--- src/rtl/stream_mux_rr.sv ---
// N:1 valid/ready stream multiplexer with explicit-select and round-robin source choice.
// One cycle latency: a word accepted at an edge is on out_* right after it; full throughput.
// Backpressure: while the held word stalls (out_valid & ~out_ready) every in_ready is low.
module stream_mux_rr #(
  parameter int WIDTH  = 64,
  parameter int NUM_IN = 4,
  parameter int SEL_W  = $clog2(NUM_IN)
) (
  input  logic                    clk,
  input  logic                    rst_n,
  input  logic [NUM_IN-1:0]       in_valid,
  output logic [NUM_IN-1:0]       in_ready,
  input  logic [NUM_IN*WIDTH-1:0] in_data,
  input  logic [SEL_W-1:0]        sel,
  input  logic                    mode,
  output logic                    out_valid,
  input  logic                    out_ready,
  output logic [WIDTH-1:0]        out_data,
  output logic [SEL_W-1:0]        out_src
);

  // Highest channel index; the pointer parks here so the first RR search starts at 0.
  localparam logic [SEL_W-1:0] LAST_IDX = SEL_W'(NUM_IN - 1);
  // Channel count widened by one bit so range checks and modulo wrap never overflow.
  localparam logic [SEL_W:0]   NUM_IN_X = (SEL_W + 1)'(NUM_IN);

  logic                    out_valid_q, out_valid_d;
  logic [WIDTH-1:0]        out_data_q,  out_data_d;
  logic [SEL_W-1:0]        out_src_q,   out_src_d;
  logic [SEL_W-1:0]        last_grant_q, last_grant_d;

  logic [WIDTH-1:0]        in_word [NUM_IN];
  logic                    sel_hit;
  logic                    rr_found;
  logic [SEL_W-1:0]        rr_idx;
  logic [SEL_W:0]          rr_sum;
  logic [SEL_W-1:0]        rr_cand;
  logic                    grant_vld;
  logic [SEL_W-1:0]        grant;
  logic                    can_accept;
  logic                    in_xfer;

  // View the flat input bus as one word per channel.
  for (genvar i = 0; i < NUM_IN; i++) begin : g_unpack
    assign in_word[i] = in_data[i*WIDTH +: WIDTH];
  end

  // Explicit mode: an out-of-range select never grants, even if the index aliases a valid bit.
  always_comb begin
    sel_hit = 1'b0;
    if ({1'b0, sel} < NUM_IN_X) begin
      sel_hit = in_valid[sel];
    end
  end

  // Round-robin search: first valid channel after last_grant, wrapping modulo NUM_IN.
  always_comb begin
    rr_found = 1'b0;
    rr_idx   = '0;
    rr_sum   = '0;
    rr_cand  = '0;
    for (int k = 1; k <= NUM_IN; k++) begin
      rr_sum = {1'b0, last_grant_q} + (SEL_W + 1)'(k);
      if (rr_sum >= NUM_IN_X) begin
        rr_sum = rr_sum - NUM_IN_X;
      end
      rr_cand = rr_sum[SEL_W-1:0];
      if (!rr_found && in_valid[rr_cand]) begin
        rr_found = 1'b1;
        rr_idx   = rr_cand;
      end
    end
  end

  // Pick the grant source according to the live mode input.
  always_comb begin
    grant_vld = 1'b0;
    grant     = '0;
    if (mode) begin
      grant_vld = rr_found;
      grant     = rr_idx;
    end else begin
      grant_vld = sel_hit;
      grant     = sel;
    end
  end

  // The output register can take a word when empty or when its word leaves this cycle.
  always_comb begin
    can_accept = ~out_valid_q | out_ready;
    in_xfer    = rst_n & can_accept & grant_vld;
  end

  // One-hot accept toward the granted channel only; all low in reset or while stalled.
  always_comb begin
    in_ready = '0;
    for (int i = 0; i < NUM_IN; i++) begin
      in_ready[i] = in_xfer && (grant == SEL_W'(i));
    end
  end

  // Next-state: load on accept (overwriting a draining word), clear valid on a bare drain.
  always_comb begin
    out_valid_d  = out_valid_q;
    out_data_d   = out_data_q;
    out_src_d    = out_src_q;
    last_grant_d = last_grant_q;
    if (in_xfer) begin
      out_valid_d = 1'b1;
      out_data_d  = in_word[grant];
      out_src_d   = grant;
      if (mode) begin
        last_grant_d = grant;
      end
    end else if (out_valid_q && out_ready) begin
      out_valid_d = 1'b0;
    end
  end

  // Output register and RR pointer; reset drops any held word immediately.
  always_ff @(posedge clk or negedge rst_n) begin
    if (!rst_n) begin
      out_valid_q  <= 1'b0;
      out_data_q   <= '0;
      out_src_q    <= '0;
      last_grant_q <= LAST_IDX;
    end else begin
      out_valid_q  <= out_valid_d;
      out_data_q   <= out_data_d;
      out_src_q    <= out_src_d;
      last_grant_q <= last_grant_d;
    end
  end

  assign out_valid = out_valid_q;
  assign out_data  = out_data_q;
  assign out_src   = out_src_q;

endmodule

--- config.mk ---
export PLATFORM = sky130hd
export DESIGN_NAME = stream_mux_rr
export DESIGN_NICKNAME = d
export VERILOG_FILES = /design/src/rtl/stream_mux_rr.sv
export SDC_FILE = /design/constraint.sdc
export NUM_CORES = 1
export LEC_CHECK = 0
export CORE_AREA = 3 3 131 133
export CTS_CLUSTER_DIAMETER = 120
export DETAILED_ROUTE_END_ITERATION = 6
export DIE_AREA = 0 0 134 136
export GPL_ROUTABILITY_DRIVEN = 0
export PLACE_DENSITY = 0.73
export SYNTH_ARGS = -nofsm -noshare
export SYNTH_HDL_FRONTEND = slang
export SYNTH_SLANG_ARGS = --single-unit
--- constraint.sdc ---
create_clock -name clk -period 3.4 [get_ports clk]
set_input_delay 0.51 -clock clk [delete_from_list [all_inputs] [get_ports clk]]
set_output_delay 0.51 -clock clk [all_outputs]
set_load 0.005 [all_outputs]
After elaboration in Yosys (flattened, before gate mapping)
Index checks and enable logic that the tools add are counted.
{"block": "word_totals", "register_bits": 69}
{"block": "classes", "add_sub_neg": 8, "bitwise": 5, "eq_ne": 3, "magnitude_cmp": 10, "n_reduce_logical": 14, "n_mux": 29}
{"cell": "64-bit binary-select mux with 2-bit select", "count": 1}
{"cell": "64-bit two-way mux", "count": 2}
{"cell": "2-bit two-way mux", "count": 9}
{"cell": "3-bit >= comparator (second input constant)", "count": 5}
{"cell": "2-bit by 3-bit < comparator with 1-bit output (second input constant)", "count": 5}
{"cell": "1-bit two-way mux", "count": 12}
{"cell": "1-bit binary-select mux with 2-bit select", "count": 5}
{"cell": "1-bit logical AND", "count": 8}
{"cell": "2-bit by 1-bit subtractor with 2-bit output (second input constant)", "count": 4}
{"cell": "2-bit by 2-bit adder with 3-bit output (second input constant)", "count": 2}
{"cell": "2-bit equality test (second input constant)", "count": 2}
{"cell": "2-bit by 1-bit adder with 3-bit output (second input constant)", "count": 1}
{"cell": "2-bit by 3-bit adder with 3-bit output (second input constant)", "count": 1}
{"cell": "1-bit zero test", "count": 3}
{"cell": "2-bit NOT with 3-bit output", "count": 1}
{"cell": "1-bit AND", "count": 2}
{"cell": "2-bit by 1-bit equality test with 1-bit output (second input constant)", "count": 1}
{"cell": "2-bit zero test", "count": 1}
{"cell": "2-bit AND reduction", "count": 1}
{"cell": "2-bit nonzero test", "count": 1}
{"cell": "1-bit NOT", "count": 1}
{"cell": "1-bit bitwise OR", "count": 1}

Longest topological paths before layout
Gate-level depths: netlist (run 1).
{"block": "logic_depth", "ltp_word": 20, "depth_mapped": 9, "mapped_depth_nobuf": 6}

Worst setup path after synthesis (run 1)
No wires, ideal clock.
{"block": "synth_timing", "path_kind": "register to output", "startpoint": "register last_grant_q[1]", "endpoint": "output in_ready[1]", "required_ps": 2890, "n_path_buf": 3, "stages_incl_launch_ff": 7, "arrival_ps": 2068, "setup_slack_ps": 822, "path_cell_list": "dfstp_2 clkbuf_1 mux4_2 o31ai_2 buf_2 buf_2 nor3_1"}
{"block": "synth_via", "elab_chain_cells": 18}
{"item": "start: declaration", "line": "30", "rtl": "logic [SEL_W-1:0] last_grant_q, last_grant_d;"}
{"item": "start signal: assignment", "line": "131", "rtl": "last_grant_q <= last_grant_d;"}
{"item": "2-bit by 1-bit adder with 3-bit output", "line": "63", "rtl": "rr_sum = {1'b0, last_grant_q} + (SEL_W + 1)'(k);"}
{"item": "3-bit >= comparator or 2-bit by 1-bit subtractor with 2-bit output (tied branches)", "line": "64, 65"}
{"item": "2-bit two-way mux", "line": "64", "rtl": "if (rr_sum >= NUM_IN_X) begin"}
{"item": "1-bit binary-select mux with 2-bit select", "line": "68", "rtl": "if (!rr_found && in_valid[rr_cand]) begin"}
{"item": "1-bit two-way mux (implied by the code)", "line": "68"}
{"item": "1-bit two-way mux", "line": "68"}
{"item": "1-bit zero test", "line": "68"}
{"item": "1-bit logical AND", "line": "68"}
{"item": "[2 not listed]"}
{"item": "1-bit logical AND", "line": "68"}
{"item": "1-bit two-way mux", "line": "68"}
{"item": "1-bit zero test", "line": "68"}
{"item": "1-bit logical AND", "line": "68"}
{"item": "2-bit two-way mux or 1-bit two-way mux (tied branches)", "line": "68"}
{"item": "2-bit two-way mux or 1-bit two-way mux (tied branches)", "line": "79", "rtl": "if (mode) begin"}
{"item": "2-bit by 1-bit equality test with 1-bit output or 1-bit AND (tied branches)", "line": "98, 91"}
{"item": "1-bit logical AND *", "line": "98", "rtl": "in_ready[i] = in_xfer && (grant == SEL_W'(i));"}
{"item": "end: declaration", "line": "12", "rtl": "output logic [NUM_IN-1:0] in_ready,"}
Every way passes the cells marked *; elsewhere a longest branch is shown, timed or not. The select of a mux whose other input is x is not followed.

Final worst setup path (run 1)
{"block": "layout_timing", "startpoint": "input in_valid[0]", "endpoint": "output in_ready[2]"}
{"block": "layout_via", "elab_chain_cells": 15}
{"item": "start: declaration", "line": "11", "rtl": "input logic [NUM_IN-1:0] in_valid,"}
{"item": "1-bit binary-select mux with 2-bit select", "line": "68"}
{"item": "1-bit two-way mux (implied by the code)", "line": "68"}
{"item": "1-bit two-way mux", "line": "68"}
{"item": "1-bit zero test", "line": "68"}
{"item": "1-bit logical AND", "line": "68"}
{"item": "1-bit two-way mux", "line": "68"}
{"item": "1-bit zero test", "line": "68"}
{"item": "1-bit logical AND", "line": "68"}
{"item": "1-bit two-way mux", "line": "68"}
{"item": "1-bit zero test", "line": "68"}
{"item": "1-bit logical AND", "line": "68"}
{"item": "2-bit two-way mux or 1-bit two-way mux (tied branches)", "line": "68"}
{"item": "2-bit two-way mux or 1-bit two-way mux (tied branches)", "line": "79"}
{"item": "2-bit equality test or 1-bit AND (tied branches)", "line": "98, 91"}
{"item": "1-bit logical AND *", "line": "98"}
Marked as above.

==> results of run 1 <==
## cell families (layout without fill, tap and decap cells)
kind of cell | after synthesis | in the layout | share of synthesized area, %
AOI/OAI and AO/OA | 83 | 83 | 22.4
DFF | 69 | 69 | 35.7
buffers and inverters | 46 | 374 | 5.86
muxes | 132 | 132 | 27.8
and+or+nand+nor | 92 | 92 | 8.31
## power breakdown
part           leakage [nW]  total (mW)  switching [mW]  internal (mW)
registers             0.849        1.40           0.227           1.18
clock network         0.163        1.02           0.337          0.680
logic                  2.76        2.59            1.07           1.52
## worst register-to-register path, delay by kind of cell (launching register included)
kind	cells	cell delay, ps
buf+inv	3	590
mux	1	310
flops	1	630
compound gates	2	330
simple gates	2	740
## cell usage after synthesis, types with 2 or more instances
cell | number | area [sq um]
sky130_fd_sc_hd__inv_1 | 5 | 18.8
sky130_fd_sc_hd__o221ai_1 | 5 | 43.8
sky130_fd_sc_hd__a21oi_1 | 4 | 20.0
sky130_fd_sc_hd__clkbuf_1 | 8 | 30.0
sky130_fd_sc_hd__buf_4 | 8 | 60.1
sky130_fd_sc_hd__buf_2 | 17 | 85.1
sky130_fd_sc_hd__mux2i_1 | 130 | 1300
sky130_fd_sc_hd__nor2b_1 | 2 | 12.5
sky130_fd_sc_hd__nor2_1 | 5 | 18.8
sky130_fd_sc_hd__dfstp_2 | 2 | 52.6
sky130_fd_sc_hd__mux4_2 | 2 | 45.0
sky130_fd_sc_hd__nand2b_1 | 3 | 18.8
sky130_fd_sc_hd__o221ai_2 | 60 | 901
sky130_fd_sc_hd__nor3_1 | 3 | 15.0
sky130_fd_sc_hd__buf_6 | 8 | 90.1
sky130_fd_sc_hd__nor4_1 | 3 | 18.8
sky130_fd_sc_hd__dfrtp_1 | 67 | 1680
sky130_fd_sc_hd__or4_1 | 2 | 15.0
sky130_fd_sc_hd__nand2_1 | 69 | 259
## worst max-delay path by stage
stage	end	slack, ps
after floorplan	in_ready[1]	820
after global placement	in_ready[0]	120
after detailed placement	in_ready[0]	60
after CTS	in_ready[0]	60
after global routing	in_ready[2]	7
final	in_ready[2]	120
## state kept, by name (all words and copies together), names as in the netlist
name          cells
last_grant_q      2
out_data         64
out_src           2
out_valid         1
## what timing repair did
action / in CTS / in global routing
gates resized for setup: 0 / 4
endpoints found under the setup margin: 0 / 2
endpoints found under the hold margin: 0 / 0
## routing by layer
metal	share of wire (%)	wire length [microns]	global-route usage, %	vias to the layer above
met5	0	0	0	-
met4	1.7	305	5.94	0
met3	8.5	1490	5.37	23
met2	53	9280	34.1	243
met1	37	6410	20.8	2245
li1	-	-	-	2265
## final cells by class
type                            instances  area, sq um
Tap cell                              216          270
Clock buffer                           12          256
Multi-Input combinational cell        307         2860
Inverter                                5         18.8
Clock inverter                          4         70.1
Timing Repair Buffer                  353         3580
Fill cell                            1365         7160
Sequential cell                        69         1730
==> impl_summary.log, run 1 <==
[metrics] run status: finished, final reports clean
[metrics] Worst-Skew Late Latency: 320 ps
[metrics] Critical-path top delay cell: sky130_fd_sc_hd__clkdlybuf4s50_1
[metrics] worst relative slew slack: 41.6%
[metrics] residual DRC count: 0
[metrics] Pleak: 3.77 nW
[metrics] total die area: 0.0182 sq mm
[metrics] core area: 0.0159 sq mm
[metrics] class of the most critical setup path: input pin to output port
[metrics] Die Width: 134 microns
[metrics] CP cell instances: clkdlybuf4s50_1 -> buf_4 -> inv_1 -> a32oi_1 -> a2bb2oi_1 -> o31ai_4 -> nor4_1 -> clkdlybuf4s50_1
[metrics] Final Slew Violations: 0
[metrics] row cnt: 46
[metrics] post-synthesis sequential area ratio: 35.7%
[metrics] maximum number of pins on one net before global-route repair: 70
[metrics] number of global-route vias before repair: 5178
[metrics] endpoints failing setup: 0
[metrics] number of antenna violations at the first check in global routing: 0
[metrics] transition time at the pin with the least slew margin: 876 ps
[metrics] total instance count after detailed placement: 950
[metrics] arrival time of the worst setup path: 2770 ps
[metrics] number of register bits inferred by synthesis: 69
[metrics] distinct cell type count of the synthesized netlist: 38
[metrics] highest clock rate: 0.305 GHz
[metrics] top_reg_cell synth: sky130_fd_sc_hd__dfrtp_1
[metrics] endpoint of the worst-slack reg-to-reg timing path: out_data[36]$_DFFE_PN0P_
[metrics] fraction of synthesis flops using an asynchronous set or reset pin: 100%
[metrics] H-tree Lvls: 3
[metrics] Max Cap Violations: 0
[metrics] number of buffers added on ports: 336
[metrics] worst min-delay path class: input pin to async pin
[metrics] final global-route overflow total: 0
[metrics] clock-pin slew of the registers on the worst-case setup and hold paths: 50 ps
[metrics] non-filler instance count after layout: 966
[metrics] slack of the worst reg-to-reg path: 670 ps
[metrics] Final Critical Period: 3280 ps
[metrics] area growth from synthesis to layout: 81.3%
[metrics] Routed WL per cell: 18.1 microns
[metrics] synthesized area divided by synthesized cell count: 11.5 sq um
[metrics] origin of the worst setup path: in_valid[0]
[metrics] master cell of the clock root buffer: sky130_fd_sc_hd__clkbuf_16
[metrics] post-synthesis cell area: 0.00485 sq mm
[metrics] Clock Path Buffers: 2
[metrics] total CTS buffers: 9
[metrics] IO Count: 337
[metrics] most used cells in the layout excluding fill and tap cells: sky130_fd_sc_hd__clkdlybuf4s50_1 (332), sky130_fd_sc_hd__mux2i_1 (130), sky130_fd_sc_hd__nand2_1 (69), sky130_fd_sc_hd__dfrtp_1 (67), sky130_fd_sc_hd__o221ai_2 (60)
[metrics] via density per instance: 4.94
[metrics] clock tree from TritonCTS: yes
[metrics] sink count of the clock tree: 69
[metrics] Warnings, synthesis: 0
[metrics] Cell Area, Placed: 0.00845 sq mm
[metrics] number of endpoints with negative hold slack in the final report: 0
[metrics] Initial DRT Pass Iterations: 4
[metrics] number of diodes: 0
[metrics] core occupancy in the finished layout: 55.1%
[metrics] Final TNS setup: 0 ps
[metrics] setup repair bufs after CTS: 0
[metrics] total non-filler cell area in the finished layout: 0.00879 sq mm
[metrics] # hold bufs at CTS: 0
[metrics] final WL: 17500 microns
[metrics] number of nets with antenna violations after detailed routing: 0
[metrics] Critical Path Most Common Cell: sky130_fd_sc_hd__clkdlybuf4s50_1
[metrics] number of vias in the routed layout: 4776
[metrics] chip height: 136 microns
[metrics] post-synthesis instance total: 422
[metrics] starting utilization of the core area: 30.4%
[metrics] VDD IR max: 0.000270 V
[metrics] Worst Path Required: 2890 ps
[metrics] share of layout cells above drive strength 1: 13.7%
[metrics] slowest cell delay on critical path: 550 ps
[metrics] Synth Net Count: 688
[metrics] power density relative to cell area: 570 mW/mm^2
[metrics] Post-synth EDFFs: 0
[metrics] WP buf/inv: 4
[metrics] launching point of the worst reg2reg path: last_grant_q[1]$_DFFE_PN1P_
[metrics] Total Power Consumption: 5.01 mW
[metrics] cell depth of the worst setup path: 8
[metrics] Critical Path Start Type: input pin
[metrics] wire length of the first global-routing pass: 27200 microns
[metrics] RSZ-0062 raised after global routing: no
[metrics] part of the cycle the worst path needs: 96.4%
[metrics] final setup margin: 122 ps
[metrics] Critical Path Fanout Max: 11
[metrics] worst-case hold slack: 425 ps
[metrics] Worst Reg2Reg Path Length in Cells: 8
[metrics] setup clock skew after layout: 5.48 ps
[metrics] final layout net count: 1011
[metrics] overall routing resource usage: 18.6%
[metrics] leading cell type in the layout, fill and taps excluded: sky130_fd_sc_hd__clkdlybuf4s50_1
[metrics] worst slack at placement: 60.8 ps
[metrics] CP top delay family: buffers and inverters
[metrics] placed wire-length estimate after detailed placement: 14100 microns
[metrics] initial detailed-routing violation count: 187
[metrics] crit end category: output port
Power figures use the tool's default switching activity.
==> run 2: changes to the inputs <==
==> config.mk (replaced) <==
export PLATFORM = sky130hd
export DESIGN_NAME = stream_mux_rr
export DESIGN_NICKNAME = d
export VERILOG_FILES = /design/src/rtl/stream_mux_rr.sv
export SDC_FILE = /design/constraint.sdc
export NUM_CORES = 1
export LEC_CHECK = 0
export ABC_AREA = 1
export ABC_CLOCK_PERIOD_IN_PS = 3400
export CORE_AREA = 3 3 128 130
export CTS_CLUSTER_DIAMETER = 120
export DETAILED_ROUTE_END_ITERATION = 6
export DIE_AREA = 0 0 131 133
export GPL_ROUTABILITY_DRIVEN = 0
export PLACE_DENSITY = 0.8
export SYNTH_ARGS = -nofsm -noshare
export SYNTH_HDL_FRONTEND = slang
export SYNTH_SLANG_ARGS = --single-unit
==> run 2 against run 1 <==
Global-route usage increased by 3.5 points. Clock-buffer cell count decreased by 1. Maximum frequency up 5.5%. Combinational power rose by 38%. Sequential share of layout area is 0.85 points lower. Hold slack better by 3.3 ps. Clock skew about the same.
==> impl_summary.log, run 2 <==
[metrics] maximum number of pins on one net before global-route repair: 114 (was 70)
[metrics] Worst-Skew Late Latency: 330 ps (was 320 ps)
[metrics] dominant combinational cell family by area after synthesis: simple AND/OR/NAND/NOR gates (was multiplexers)
[metrics] fraction of synthesis flops using an asynchronous set or reset pin: 100% (unchanged)
[metrics] Critical Path Start Type: flip-flop (was input pin)
[metrics] placed wire-length estimate after detailed placement: 14800 microns (was 14100 microns)
[metrics] top_reg_cell synth: sky130_fd_sc_hd__dfrtp_1 (unchanged)
[metrics] Total Power Consumption: 6.01 mW (was 5.01 mW)
[metrics] initial detailed-routing violation count: 260 (was 187)
[metrics] Routed WL per cell: 14.2 microns (was 18.1 microns)
[metrics] transition time at the pin with the least slew margin: 924 ps (was 876 ps)
[metrics] sink count of the clock tree: 69 (unchanged)
[metrics] Synth Net Count: 1195 (was 688)
[metrics] final layout net count: 1493 (was 1011)
[metrics] clock-pin slew of the registers on the worst-case setup and hold paths: 50 ps (about the same)
[metrics] leading cell type in the layout, fill and taps excluded: sky130_fd_sc_hd__clkdlybuf4s50_1 (unchanged)
[metrics] run status: finished, final reports clean (unchanged)
[metrics] share of synthesized cell area in and, or, nand and nor gates: 55.4% (was 8.31%)
[metrics] highest clock rate: 0.322 GHz (was 0.305 GHz)
[metrics] Final Slew Violations: 0 (unchanged)
[metrics] final setup margin: 291 ps (was 122 ps)
[metrics] final WL: 20500 microns (was 17500 microns)
[metrics] number of buffers added on ports: 336 (unchanged)
[metrics] Final Critical Period: 3110 ps (was 3280 ps)
[metrics] setup repair bufs after CTS: 0 (unchanged)
[metrics] class of the most critical setup path: flip-flop to output port (was input pin to output port)
[metrics] Pleak: 4.31 nW (was 3.77 nW)
[metrics] number of register bits inferred by synthesis: 69 (unchanged)
[metrics] Critical Path Fanout Max: 10 (was 11)
[metrics] slack of the worst reg-to-reg path: 610 ps (was 670 ps)
[metrics] non-filler instance count after layout: 1443 (was 966)
[metrics] adder and majority gate portion of the synthesized area: 0% (unchanged)
[metrics] Initial DRT Pass Iterations: 5 (was 4)
[metrics] Die Width: 131 microns (was 134 microns)
[metrics] total CTS buffers: 9 (unchanged)
[metrics] Max Cap Violations: 0 (unchanged)
[metrics] post-synth top area cell: sky130_fd_sc_hd__dfrtp_1 (unchanged)
[metrics] compound-gate portion of the synthesized area: 0.867% (was 22.4%)
[metrics] clock tree from TritonCTS: yes (unchanged)
[metrics] worst relative slew slack: 38.4% (was 41.6%)
[metrics] post-synthesis cell area: 0.00549 sq mm (was 0.00485 sq mm)
[metrics] starting utilization of the core area: 36.0% (was 30.4%)
[metrics] arrival time of the worst setup path: 2600 ps (was 2770 ps)
[metrics] Filler Cells Inserted: 1450 (was 1365)
[metrics] post-synthesis sequential area ratio: 31.5% (was 35.7%)
[metrics] row cnt: 45 (was 46)
[metrics] distinct cell type count of the synthesized netlist: 27 (was 38)
[metrics] core area: 0.0153 sq mm (was 0.0159 sq mm)
[metrics] Warnings, synthesis: 0 (unchanged)
[metrics] number of global-route vias before repair: 6087 (was 5178)
[metrics] post-synthesis instance total: 929 (was 422)
[metrics] residual DRC count: 0 (unchanged)
[metrics] launching point of the worst reg2reg path: last_grant_q[0]$_DFFE_PN1P_ (was last_grant_q[1]$_DFFE_PN1P_)
[metrics] most used cells in the layout excluding fill and tap cells: sky130_fd_sc_hd__clkdlybuf4s50_1 (335), sky130_fd_sc_hd__nand2_1 (298), sky130_fd_sc_hd__nor2_1 (200), sky130_fd_sc_hd__nand3_1 (137), sky130_fd_sc_hd__inv_1 (76) (was sky130_fd_sc_hd__clkdlybuf4s50_1 (332), sky130_fd_sc_hd__mux2i_1 (130), sky130_fd_sc_hd__nand2_1 (69), sky130_fd_sc_hd__dfrtp_1 (67), sky130_fd_sc_hd__o221ai_2 (60))
[metrics] total non-filler cell area in the finished layout: 0.00919 sq mm (was 0.00879 sq mm)
[metrics] Largest register FFs: 64 (unchanged)
[metrics] Cell Area, Placed: 0.00888 sq mm (was 0.00845 sq mm)
[metrics] VDD IR max: 0.000471 V (was 0.000270 V)
[metrics] master cell of the clock root buffer: sky130_fd_sc_hd__clkbuf_16 (unchanged)
[metrics] area share of the largest cell type after synthesis: 30.6% (was 34.6%)
[metrics] Worst Reg2Reg Path Length in Cells: 15 (was 8)
[metrics] synthesized-area fraction occupied by xor and xnor cells: 0% (unchanged)
[metrics] overall routing resource usage: 22.1% (was 18.6%)
[metrics] area growth from synthesis to layout: 67.4% (was 81.3%)
[metrics] number of diodes: 0 (unchanged)
[metrics] Clock Path Buffers: 2 (unchanged)
[metrics] share of layout cells above drive strength 1: 4.38% (was 13.7%)
[metrics] part of the cycle the worst path needs: 91.4% (was 96.4%)
[metrics] crit end category: output port (unchanged)
[metrics] endpoint of the worst-slack reg-to-reg timing path: out_data[45]$_DFFE_PN0P_ (was out_data[36]$_DFFE_PN0P_)
[metrics] origin of the worst setup path: last_grant_q[0]$_DFFE_PN1P_ (was in_valid[0])
[metrics] number of antenna violations at the first check in global routing: 0 (unchanged)
[metrics] post-cts repair resize count: 0 (unchanged)
[metrics] total die area: 0.0174 sq mm (was 0.0182 sq mm)
[metrics] via density per instance: 4.57 (was 4.94)
[metrics] setup clock skew after layout: 5.92 ps (was 5.48 ps)
[metrics] Post-synth EDFFs: 0 (unchanged)
[metrics] leading cell type by number of instances after synthesis: sky130_fd_sc_hd__nand2_1 (was sky130_fd_sc_hd__mux2i_1)
[metrics] number of vias in the routed layout: 6590 (was 4776)
[metrics] final global-route overflow total: 0 (unchanged)
[metrics] # hold bufs at CTS: 0 (unchanged)
[metrics] synthesized area divided by synthesized cell count: 5.91 sq um (was 11.5 sq um)
[metrics] core occupancy in the finished layout: 60.2% (was 55.1%)
[metrics] IO Count: 337 (unchanged)
[metrics] RSZ-0062 raised after global routing: no (unchanged)
[metrics] endpoints failing setup: 0 (unchanged)
[metrics] total instance count after detailed placement: 1427 (was 950)
[metrics] number of nets with antenna violations after detailed routing: 0 (unchanged)
[metrics] H-tree Lvls: 3 (unchanged)
[metrics] Worst Path Required: 2890 ps (about the same)
[metrics] wire length of the first global-routing pass: 30400 microns (was 27200 microns)
[metrics] share of cell area taken by muxes after synthesis: 0% (was 27.8%)
[metrics] leading post-synthesis cells by instance count: sky130_fd_sc_hd__nand2_1 (299), sky130_fd_sc_hd__nor2_1 (202), sky130_fd_sc_hd__nand3_1 (137) (was sky130_fd_sc_hd__mux2i_1 (130), sky130_fd_sc_hd__nand2_1 (69), sky130_fd_sc_hd__dfrtp_1 (67))
[metrics] power density relative to cell area: 655 mW/mm^2 (was 570 mW/mm^2)
[metrics] worst-case hold slack: 429 ps (was 425 ps)
[metrics] cell types occupying the most area after synthesis: sky130_fd_sc_hd__dfrtp_1 (31%), sky130_fd_sc_hd__nand2_1 (20%), sky130_fd_sc_hd__nor2_1 (14%) (was sky130_fd_sc_hd__dfrtp_1 (35%), sky130_fd_sc_hd__mux2i_1 (27%), sky130_fd_sc_hd__o221ai_2 (19%))
[metrics] worst slack at placement: 354 ps (was 60.8 ps)
[metrics] number of endpoints with negative hold slack in the final report: 0 (unchanged)
[metrics] Final TNS setup: 0 ps (unchanged)
[metrics] chip height: 133 microns (was 136 microns)
[metrics] worst min-delay path class: input pin to async pin (unchanged)
==> run 2: cell count changes after synthesis, sizes merged, moves of 5 or more <==
cell,previous run,this run
mux2i,130,0
or2,1,64
inv,5,80
o21ai,1,6
nand3,0,138
nor2,6,203
o221ai,65,0
buf,33,44
clkbuf,8,14
nand2,69,304
==> run 2: metal layers <==
layer / vias up / GRT usage [%] / wire [microns]
met3: 32 / 7.02 / 2070
met5: - / 0 / 0
li1: 3412 / - / -
met1: 2882 / 24.2 / 7910
met2: 264 / 39.3 / 10000
met4: 0 / 7.83 / 525
==> run 2: final cells by class <==
class                           count  area (sq um)  share of cell area [%]
Tap cell                          211           264                    2.87
Clock buffer                       11           233                    2.53
Multi-Input combinational cell    722          3120                    33.9
Clock inverter                      5          75.1                   0.817
Timing Repair Buffer              345          3470                    37.7
Inverter                           80           303                    3.30
Sequential cell                    69          1730                    18.8
==> run 2: kinds of logic (layout without fill, tap and decap cells) <==
| kind of cell | after synthesis | count (layout) |
|---|---|---|
| AND/OR/NAND/NOR | 713 | 713 |
| buffers and inverters | 138 | 441 |
| flip-flops | 69 | 69 |
| AO/OA/AOI/OAI | 9 | 9 |
==> run 2: worst max-delay path, cell delays in order (launching register included) <==
cell                              delay [ps]
sky130_fd_sc_hd__dfstp_2                 650
sky130_fd_sc_hd__inv_4                    90
sky130_fd_sc_hd__nand2_1                  60
sky130_fd_sc_hd__nand2_1                  90
sky130_fd_sc_hd__nand2_1                 110
sky130_fd_sc_hd__nand2_2                  70
sky130_fd_sc_hd__nor2_2                  120
sky130_fd_sc_hd__nand3_1                  80
sky130_fd_sc_hd__nand2_1                  80
sky130_fd_sc_hd__nand3_2                 130
sky130_fd_sc_hd__nand2_8                 120
sky130_fd_sc_hd__inv_1                    70
sky130_fd_sc_hd__nor2_1                  100
sky130_fd_sc_hd__clkdlybuf4s50_1         510
==> run 2: where the power goes <==
group          internal [mW]  switching (mW)
logic                   1.70            1.87
clock network          0.639           0.352
registers               1.24           0.211
total                   3.58            2.43
==> run 2: worst max-delay path by stage <==
stage                         endpoint
2_1_floorplan              in_ready[1]
3_3_place_gp   out_data[6]$_DFFE_PN0P_
3_5_place_dp               in_ready[3]
4_1_cts                    in_ready[3]
5_1_grt                    in_ready[3]
6_report                   in_ready[3]
